**config.mk**
```make
export PLATFORM = sky130hd
export DESIGN_NAME = db3_word_arbiter
export DESIGN_NICKNAME = d
export VERILOG_FILES = /design/src/rtl/db3_pkg.sv /design/src/rtl/mod3_residue.sv /design/src/rtl/db3_word_arbiter.sv
export SDC_FILE = /design/constraint.sdc
export NUM_CORES = 1
export LEC_CHECK = 0
export BUFFER_PORTS_ARGS = -buffer_cell sky130_fd_sc_hd__buf_2
export CORE_MARGIN = 10
export CORE_UTILIZATION = 51
export CTS_CLUSTER_SIZE = 40
export DETAILED_ROUTE_END_ITERATION = 8
export PLACE_DENSITY = 0.78
export SETUP_SLACK_MARGIN = 0.2
export SYNTH_ARGS = -nofsm -noshare
export SYNTH_HDL_FRONTEND = slang
export SYNTH_SLANG_ARGS = --single-unit
```
**constraint.sdc**
```tcl
create_clock -name clk -period 1.5 [get_ports clk]
set_input_delay 0.075 -clock clk [delete_from_list [all_inputs] [get_ports clk]]
set_output_delay 0.075 -clock clk [all_outputs]
set_load 0.03 [all_outputs]
```
**src/rtl/db3_pkg.sv**
```systemverilog
// Shared definitions for the db3 word arbiter: FSM state encodings, residue
// constants and the mod-3 residue transition function.
package db3_pkg;

    typedef enum logic [1:0] {
        IDLE  = 2'b00,
        SHIFT = 2'b01,
        DONE  = 2'b10
    } state_t;

    localparam logic [1:0] REM0 = 2'b00;
    localparam logic [1:0] REM1 = 2'b01;
    localparam logic [1:0] REM2 = 2'b10;

    // Next residue after appending one bit MSB-first: r' = (2r + b) mod 3.
    // The unused 2'b11 encoding recovers to REM0.
    function automatic logic [1:0] mod3_next(input logic [1:0] r, input logic b);
        logic [1:0] n;
        case (r)
            REM0:    n = b ? REM1 : REM0;
            REM1:    n = b ? REM0 : REM2;
            REM2:    n = b ? REM2 : REM1;
            default: n = REM0;
        endcase
        return n;
    endfunction

endpackage

```
**src/rtl/mod3_residue.sv**
```systemverilog
// Bit-serial mod-3 residue engine: accumulates one bit per enabled clock,
// MSB first, and keeps the running remainder and a divisible-by-3 flag.
module mod3_residue
    import db3_pkg::*;
(
    input  logic       clk,
    input  logic       rst,
    input  logic       clr,
    input  logic       bit_en,
    input  logic       bit_in,
    output logic [1:0] rem,
    output logic       div
);

    logic [1:0] rem_r;
    logic [1:0] rem_nxt_s;
    logic       div_r;

    assign rem_nxt_s = mod3_next(rem_r, bit_in);

    // Residue register: clear on a new word, advance on each shifted bit.
    always_ff @(posedge clk or negedge rst) begin
        if (!rst) begin
            rem_r <= REM0;
            div_r <= 1'b1;
        end else if (clr) begin
            rem_r <= REM0;
            div_r <= 1'b1;
        end else if (bit_en) begin
            rem_r <= rem_nxt_s;
            div_r <= (rem_nxt_s == REM0);
        end else begin
            rem_r <= rem_r;
            div_r <= div_r;
        end
    end

    assign rem = rem_r;
    assign div = div_r;

endmodule

```
**src/rtl/db3_word_arbiter.sv**
```systemverilog
// Round-robin arbiter feeding N requester words, MSB first, into one shared
// serial mod-3 residue engine and returning remainder, flag and requester id.
module db3_word_arbiter
    import db3_pkg::*;
#(
    parameter int W   = 8,
    parameter int N   = 2,
    parameter int IDW = 1
)
(
    input  logic           clk,
    input  logic           rst,
    input  logic [N-1:0]   req_valid,
    input  logic [N*W-1:0] req_data,
    output logic [N-1:0]   req_ready,
    output logic           res_valid,
    input  logic           res_ready,
    output logic [IDW-1:0] res_id,
    output logic [1:0]     res_rem,
    output logic           res_div,
    output logic           busy
);

    localparam int CW = $clog2(W + 1);

    state_t         state_r;
    logic [IDW-1:0] ptr_r;
    logic [IDW-1:0] id_r;
    logic [W-1:0]   shreg_r;
    logic [CW-1:0]  cnt_r;
    logic           res_valid_r;

    logic [N-1:0]   upper_s;
    logic [N-1:0]   pick_s;
    logic [IDW-1:0] grant_s;
    logic [W-1:0]   word_s;
    logic           accept_s;
    logic [1:0]     rem_s;
    logic           div_s;

    // Round-robin pick: lowest valid index at or above ptr, else wrap to the
    // lowest valid index overall. Accept is suppressed while reset is held.
    always_comb begin
        upper_s  = {N{1'b0}};
        grant_s  = {IDW{1'b0}};
        word_s   = {W{1'b0}};
        accept_s = rst && (state_r == IDLE) && (|req_valid);
        for (int i = 0; i < N; i++) begin
            upper_s[i] = req_valid[i] && (IDW'(i) >= ptr_r);
        end
        pick_s = (upper_s != {N{1'b0}}) ? upper_s : req_valid;
        for (int i = N - 1; i >= 0; i--) begin
            grant_s = pick_s[i] ? IDW'(i) : grant_s;
        end
        for (int i = 0; i < N; i++) begin
            req_ready[i] = accept_s && (grant_s == IDW'(i));
            word_s       = (grant_s == IDW'(i)) ? req_data[i*W +: W] : word_s;
        end
    end

    // Control FSM with shift register, bit counter, pointer and result valid.
    always_ff @(posedge clk or negedge rst) begin
        if (!rst) begin
            state_r     <= IDLE;
            ptr_r       <= {IDW{1'b0}};
            id_r        <= {IDW{1'b0}};
            shreg_r     <= {W{1'b0}};
            cnt_r       <= {CW{1'b0}};
            res_valid_r <= 1'b0;
        end else begin
            case (state_r)
                IDLE: begin
                    if (accept_s) begin
                        shreg_r <= word_s;
                        id_r    <= grant_s;
                        cnt_r   <= CW'(W);
                        ptr_r   <= (grant_s == IDW'(N - 1)) ? {IDW{1'b0}}
                                                             : grant_s + IDW'(1);
                        state_r <= SHIFT;
                    end
                end
                SHIFT: begin
                    shreg_r <= {shreg_r[W-2:0], 1'b0};
                    cnt_r   <= cnt_r - CW'(1);
                    if (cnt_r == CW'(1)) begin
                        res_valid_r <= 1'b1;
                        state_r     <= DONE;
                    end
                end
                DONE: begin
                    if (res_ready) begin
                        res_valid_r <= 1'b0;
                        state_r     <= IDLE;
                    end
                end
                default: begin
                    res_valid_r <= 1'b0;
                    cnt_r       <= {CW{1'b0}};
                    state_r     <= IDLE;
                end
            endcase
        end
    end

    mod3_residue u_residue (
        .clk    (clk),
        .rst    (rst),
        .clr    (accept_s),
        .bit_en (state_r == SHIFT),
        .bit_in (shreg_r[W-1]),
        .rem    (rem_s),
        .div    (div_s)
    );

    // Result fields only show the engine contents while a result is offered.
    assign res_valid = res_valid_r;
    assign res_id    = id_r;
    assign res_rem   = res_valid_r ? rem_s : REM0;
    assign res_div   = res_valid_r & div_s;
    assign busy      = (state_r != IDLE);

endmodule
```
# After elaboration in Yosys (flattened, before gate mapping)
# Cells that the tools add are included.
# totals
wordCells	68
output_inout_bits	8
regBits	20
input_bits	21
# classes
magnitude_cmp	2
eq_ne	8
bitwise_logic	4
n_reduce_logical	19
n_mux	25
addsub	2
# ops
operator	n
$mux W2	9
$mux W8	2
$pmux W8 S2	1
$pmux W2 S3	2
$pmux W4 S3	1
$mux W1	8
$reduce_bool A2 Y1	4
$logic_and A1 B1 Y1	6
$logic_not A2 Y1	3
$ne A2 B2 Y1 const B	3
$reduce_and A2 Y1	3
$reduce_and A3 Y1	2
$eq A2 B1 Y1 const B	2
$eq A2 B2 Y1 const B	2
$eq A4 B1 Y1 const B	1
$mux W4	1
$sub A4 B1 Y4 const B	1
$not A1 Y1	3
$pmux W1 S3	1
$ge A1 B1 Y1 const A	2
$reduce_or A2 Y1	1
$add A1 B1 Y1 const B	1
$and A1 B1 Y1	1

# Longest topological paths before layout
# Gate-level depths: netlist of the first run.
# logic_depth
ltp_word	9
mapped_depth	5
depth_no_buf	5

# Hierarchy
# A second synthesis of the first run with hierarchy kept.
# unflattened
cells_unflattened	105
area_unflattened_um2	1096.1
# modules_own_cells
mod	area_each_um2	n_inst	seq_area_each_um2	cells_per_inst
db3_word_arbiter	939.7	1	425.4	87
mod3_residue	156.4	1	76.3	18

# Least setup slack after synthesis of the first run
# OpenSTA, ideal clock, no wires.
# synth_timing
kind	register to register
start	reg state_r[0]
end	reg id_r, in the netlist res_id
setup_slack_ns	0.117
n_path_buf	2
synth_period_minus_slack_ns	1.383
required_ns	1.362
t_arrival_ns	1.246
setup_time_ns	0.138
stages_incl_launch_ff	6
path_cell_list	dfrtp_1 buf_6 nor3b_2 buf_2 and3_1 a21oi_1
# synth_via
elab_chain_len	4
# synth_lines
item	line	text
start, declared	db3_word_arbiter.sv:26	state_t state_r;
start signal, assigned	db3_word_arbiter.sv:64	state_r <= IDLE;
start signal, assigned	db3_word_arbiter.sv:79	state_r <= SHIFT;
start signal, assigned	db3_word_arbiter.sv:87	state_r <= DONE;
$logic_not A2 Y1 (*)	db3_word_arbiter.sv:47, db3_word_arbiter.sv:71	
$logic_and A1 B1 Y1 (2 in a row)	db3_word_arbiter.sv:47	accept_s = rst && (state_r == IDLE) && (|req_valid);
$reduce_and A2 Y1 (no line) (*)	-	
end signal, assigned	db3_word_arbiter.sv:66	id_r <= {IDW{1'b0}};
end signal, assigned	db3_word_arbiter.sv:75	id_r <= grant_s;
end, declared	db3_word_arbiter.sv:28	logic [IDW-1:0] id_r;
# Every way passes the cells marked *; elsewhere a longest branch is shown, timed or not.
# A chain may end at the register's enable or synchronous reset.

# Worst setup path in the final report of the first run
# layout_timing
start	reg state_r[1]
end	out req_ready[1]
# layout_via
elab_chain_len	4
# layout_lines
item	line	text
$logic_not A2 Y1	db3_word_arbiter.sv:47	
$logic_and A1 B1 Y1 (2 in a row)	db3_word_arbiter.sv:47	
$logic_and A1 B1 Y1	db3_word_arbiter.sv:56	req_ready[i] = accept_s && (grant_s == IDW'(i));
end, declared	db3_word_arbiter.sv:15	output logic [N-1:0] req_ready,
# Every way passes these cells.

==> results of run 1 <==
-- through the flow --
stage,setup WS (ns),total power [W],instances
6_report,0.04052,0.002958,173
5_1_grt,-0.007847,0.003174,173
4_1_cts,0.06753,0.002892,171
3_5_place_dp,0.1014,0.002242,153
3_3_place_gp,0.1772,0.002182,153
2_1_floorplan,0.1898,0.001965,101
-- registers in the layout, indices dropped and copies added, names as in the netlist --
register / count
cnt_r: 4
state_r: 2
res_id: 1
res_valid: 1
ptr_r: 1
u_residue.div: 1
u_residue.rem: 2
shreg_r: 8
-- timing repair --
item	in CTS	in global routing
hold buffers	8	0
resized for setup	16	8
pin swaps	4	6
buffers inserted	6	1
setup endpoints to repair	12	16
gates cloned	0	1
hold endpoints to repair	26	0
-- cell type report --
class | instances | share of cell area
clock buffer | 3 | 0.01508
clock inverter | 1 | 0.02010
inverter | 6 | 0.01508
multi-input combinational | 69 | 0.3660
sequential | 20 | 0.3375
tap | 27 | 0.02261
timing repair buffer | 47 | 0.2236
-- report_power, final --
| part | switching [W] | internal (W) |
|---|---|---|
| logic | 0.000787 | 0.000724 |
| clock network | 0.000170 | 0.000270 |
| registers | 0.000218 | 0.000789 |
-- Yosys cell counts (all sizes together) --
| library cell | instances | area [um^2] |
|---|---|---|
| a211o | 1 | 8.760 |
| a22oi | 1 | 7.510 |
| o21a | 2 | 15.01 |
| a221o | 8 | 80.08 |
| and2 | 10 | 62.56 |
| and3 | 3 | 23.77 |
| xnor2 | 3 | 26.28 |
| and4b | 1 | 10.01 |
| nand2b | 2 | 12.51 |
| a21o | 2 | 15.01 |
| or2 | 1 | 6.260 |
| a21oi | 5 | 25.02 |
| and4 | 1 | 8.760 |
| buf | 5 | 43.79 |
| o21ai | 7 | 35.03 |
| clkbuf | 1 | 3.750 |
| nor2 | 2 | 7.510 |
| nand2 | 4 | 15.01 |
| dfstp | 1 | 26.28 |
| dfrtp | 19 | 475.5 |
| nor3 | 2 | 10.01 |
| a32o | 7 | 70.07 |
| ha | 2 | 25.02 |
| o22ai | 2 | 12.51 |
| nor2b | 1 | 6.260 |
| nor3b | 2 | 20.02 |
| inv | 6 | 22.52 |
-- routing by layer --
metal,track usage,up-vias,share of wire
li1,-,472,-
met1,0.1677,481,0.40
met2,0.2633,28,0.53
met4,0.02674,0,0.011
met3,0.05593,4,0.059
met5,0,-,0
-- worst min-delay path, delay by kind of cell --
kind                   cells  cell delay (ns)
AOI/OAI and AO/OA          1             0.06
and+or+nand+nor            2             0.09
buffers and inverters      1             0.08
-- cells by family (layout without fill, tap and decap cells) --
logic type               Yosys count  after routing  synth area share
AO/OA/AOI/OAI                     35             35            0.2503
XOR/XNOR                           3              3           0.02445
adder cells (fa/ha/maj)            2              2           0.02328
buffers and inverters             12             57           0.06519
flip-flops                        20             20            0.4668
AND/OR/NAND/NOR                   29             29            0.1700
-- worst max path at each step --
stage | slack (ns) | cells past startpoint | endpoint
3_3_place_gp | 0.18 | 4 | shreg_r[6]
4_1_cts | 0.07 | 3 | req_ready[1]
2_1_floorplan | 0.19 | 4 | res_id
5_1_grt | -0.008 | 3 | req_ready[1]
6_report | 0.04 | 3 | req_ready[1]
3_5_place_dp | 0.10 | 4 | shreg_r[5]
==> qor.yml, run 1 <==
r2r_cells: 5
finalSetupTns_ns: 0
drt_iter0_drc: 49
leakage_nw: 0.7279
htree_levels: 1
whs_path_depth: 4
timing.final.crit_period_ns: 1.459
max_stage_delay_ns: 0.47
postLayoutCoreUtil: 0.7538
io_pins: 29
fillCellCount: 146
hp-class: "input pin to flip-flop"
hold_violations: 0
setup-violations-final: 0
multiInputGateArea_um2: 546.8
numCtsBuffers: 3
track_usage: 0.1493
core_area_um2: 1982
drive_above_1_share: 0.3904
row_count: 16
final_max_slew_viol_count: 0
final_common_cell: "buf_2"
crit_fanout: 4
arrival_ns: 1.38
worstSetupStartpointType: "flip-flop"
grt_pass1_vias: 1027
crit_family: "simple AND/OR/NAND/NOR gates"
final-seq-area_um2: 504.2
yosysWarnings: 0
avgSynthCellArea_um2: 10.64
dieArea_um2: 4343
start_util: 0.5423
syn-cell-area_um2: 1075
tritoncts: "yes"
p_per_area_nw_per_um2: 1980
synthesis.nets: 124
insertedDiodeCount: 0
critical_path.endpoint_type: "primary output"
num_vias: 985
area_growth_pct: 39.00
fin_skew_ns: 0.02087
min-delay-start: "res_ready"
r2r-start: "ptr_r"
drc: 0
vias_per_cell: 5.694
die_h_um: 65.91
gp_congestion: 0.7756
clk_latency_ns: 0.31
die_x_um: 65.91
tightest_slew_ns: 0.2954
hold_ws_ns: 0.04650
grt_antenna_before_repair: 0
yosysUniqueCellTypes: 31
max-vdd-ir-drop_mv: 1.518
path_clk_slew_ns: 0.10
clock_sinks: 20
cts_root_buf: "clkbuf_4"
wl_um: 3122
overflow: 0
rsz0062_at_grt: "yes"
grt_pass1_wl_um: 5050
whs_endpoint: "state_r[1]"
clk_path_buf_depth: 2
layout_common_cells: "buf_2, dfrtp_1, and2_1, a221o_1, dlygate4sd3_1"
crit_required_ns: 1.42
timing.critical_path.from: "state_r[1]"
layout.nets: 170
cap_violations: 0
reg2reg_slack_ns: 0.05
post-dp-hpwl_um: 1896
stdcell_area_um2: 1494
crit_slowest_cell: "dfrtp_2"
worst-setup-path-type: "flip-flop to primary output"
fmax_mhz: 685.2
relSlewSlack: 0.8027
netlist_instances: 101
io_buffers: 28
grt_max_degree: 21
detail_route.wl_per_cell_um: 18.05
timing.final.crit_share: 0.9730
status: "complete, no violations"
detail-route-antenna-nets: 0
rr_endpoint: "shreg_r[6]"
first_pass_iters: 4
path_buf_inv: 1
crit_chain: "nor3b_4, and3_4, buf_6"
ys_ff_latch: 20
placedInstanceArea_um2: 1232
ys_seq_area_frac: 0.4668
Note: power is estimated with default switching activity, not from simulation.
==> run 2: changes to the inputs <==
--- a/config.mk
+++ b/config.mk
@@ -7,10 +7,10 @@
 export LEC_CHECK = 0
 export BUFFER_PORTS_ARGS = -buffer_cell sky130_fd_sc_hd__buf_2
 export CORE_MARGIN = 10
-export CORE_UTILIZATION = 51
+export CORE_UTILIZATION = 47
 export CTS_CLUSTER_SIZE = 40
 export DETAILED_ROUTE_END_ITERATION = 8
-export PLACE_DENSITY = 0.78
+export PLACE_DENSITY = 0.73
 export SETUP_SLACK_MARGIN = 0.2
 export SYNTH_ARGS = -nofsm -noshare
 export SYNTH_HDL_FRONTEND = slang
==> qor.yml, run 2 (synthesized netlist as in run 1, its figures left out) <==
timing.final.crit_period_ns: 1.456  # was 1.459 ns
drive_above_1_share: 0.3878  # was 0.3904
hp-class: "input pin to flip-flop"  # unchanged
worstSetupStartpointType: "flip-flop"  # unchanged
num_vias: 973  # was 985
drt_iter0_drc: 66  # was 49
crit_fanout: 4  # unchanged
io_buffers: 28  # unchanged
overflow: 0  # unchanged
layout.nets: 171  # was 170
critical_path.endpoint_type: "primary output"  # unchanged
layout_common_cells: "buf_2, dfrtp_1, and2_1"  # was buf_2, dfrtp_1, and2_1, a221o_1, dlygate4sd3_1
grt_pass1_vias: 974  # was 1,027
io_pins: 29  # unchanged
setup-violations-final: 0  # unchanged
grt_antenna_before_repair: 0  # unchanged
row_count: 17  # was 16
numCtsBuffers: 3  # unchanged
drc: 0  # unchanged
core_area_um2: 2191  # was 1982 um^2
grt_pass1_wl_um: 4374  # was 5050 um
vias_per_cell: 5.560  # was 5.694
cap_violations: 0  # unchanged
leakage_nw: 0.7398  # was 0.7279 nW
timing.final.crit_share: 0.9706  # was 0.9730
largest_register_ffs: 8  # unchanged
fillCellCount: 169  # was 146
tightest_slew_ns: 0.3223  # was 0.2954 ns
place_worst_setup_slack_ns: 0.1562  # was 0.1014 ns
crit_required_ns: 1.42  # about the same
final_max_slew_viol_count: 0  # unchanged
start_util: 0.4906  # was 0.5423
relSlewSlack: 0.7829  # was 0.8027
cts_root_buf: "clkbuf_4"  # unchanged
die_x_um: 67.82  # was 65.91 um
final_common_cell: "buf_2"  # unchanged
placedInstanceArea_um2: 1249  # was 1232 um^2
clock_sinks: 20  # unchanged
post-dp-hpwl_um: 1856  # was 1896 um
fmax_mhz: 686.8  # was 685.2 MHz
hold_violations: 0  # unchanged
total_power_w: 0.003028  # was 0.002958 W
rsz0062_at_grt: "yes"  # unchanged
area_growth_pct: 41.79  # was 39.00%
p_per_area_nw_per_um2: 1987  # was 1980 nW/um^2
tritoncts: "yes"  # unchanged
htree_levels: 1  # unchanged
detail-route-antenna-nets: 0  # unchanged
hold_ws_ns: 0.02473  # was 0.04650 ns
clk_path_buf_depth: 2  # unchanged
largestRegisters: "shreg_r (8), cnt_r (4)"  # unchanged
stdcell_area_um2: 1524  # was 1494 um^2
status: "complete, no violations"  # unchanged
grt_max_degree: 20  # was 21
arrival_ns: 1.38  # about the same
regMostFlops: "shreg_r"  # unchanged
dieArea_um2: 4600  # was 4343 um^2
track_usage: 0.1211  # was 0.1493
fin_skew_ns: 0.01592  # was 0.02087 ns
insertedDiodeCount: 0  # unchanged
detail_route.wl_per_cell_um: 16.86  # was 18.05 um
gp_congestion: 0.7934  # was 0.7756
max-vdd-ir-drop_mv: 1.644  # was 1.518 mV
postLayoutCoreUtil: 0.6956  # was 0.7538
layout_setup_ws_ns: 0.04405  # was 0.04052 ns
wl_um: 2950  # was 3122 um
first_pass_iters: 4  # unchanged
worst-setup-path-type: "flip-flop to primary output"  # unchanged
clk_latency_ns: 0.31  # about the same
die_h_um: 67.82  # was 65.91 um
path_clk_slew_ns: 0.13  # was 0.10 ns
==> run 2: cell types whose count changed in the layout (fill, tap and decap cells not counted), sizes merged <==
cell,before,now
nor2b,1,2
==> run 2: layout make-up <==
cell class                      instances  area [um^2]  share of cell area
Tap cell                               28        35.03             0.02299
Inverter                                6        22.52             0.01478
Timing Repair Buffer                   47        340.3              0.2233
Sequential cell                        20        504.2              0.3309
Clock inverter                          1        30.03             0.01970
Clock buffer                            3        22.52             0.01478
Multi-Input combinational cell         70        569.3              0.3736
==> run 2: path summary, 6_finish.rpt <==
kind,start,end,slack [ns],depth (start not counted)
hold reg to reg,u_residue.div,u_residue.div,0.49,2
max in group asynchronous,rst,u_residue.div,0.90,3
setup / recovery,state_r[1],req_ready[1],0.04,3
setup reg to reg,ptr_r,shreg_r[5],0.05,5
hold / removal,req_data[13],shreg_r[5],0.02,2
min in group asynchronous,rst,state_r[0],0.12,2
==> run 2: report_power, final <==
part	internal [W]	total (W)	leakage, nW	switching (W)
registers	0.000788	0.000996	0.245	0.000207
clock network	0.000270	0.000443	0.0279	0.000173
logic	0.000781	0.00159	0.467	0.000808
total	0.00184	0.00303	0.740	0.00119
==> run 2: per-layer routing <==
| metal | part of all wire | up-vias | GRT usage |
|---|---|---|---|
| li1 | - | 471 | - |
| met1 | 0.39 | 466 | 0.1490 |
| met5 | 0 | - | 0 |
| met4 | 0.010 | 0 | 0.03015 |
| met3 | 0.086 | 4 | 0.05057 |
| met2 | 0.51 | 32 | 0.1925 |
==> run 2: what timing repair did <==
item                                    4_1_cts  5_1_grt
resized for setup                            13       12
cloned                                        0        2
pin swaps                                     4       11
hold buffers                                  8        0
hold endpoints to repair                     26        0
endpoints found under the setup margin       10       18
buffers inserted                              3        2
==> run 2: worst max-delay path, stage by stage, from the launching register on <==
cell and delay, ns:
dfrtp_2 0.46, nor3b_4 0.23, and3_4 0.24, buf_6 0.13
==> run 2: through the flow <==
stage,cells,TNS (ns)
2_1_floorplan,101,0
3_3_place_gp,156,0
3_5_place_dp,156,0
4_1_cts,171,0
5_1_grt,175,-0.05718
6_report,175,0
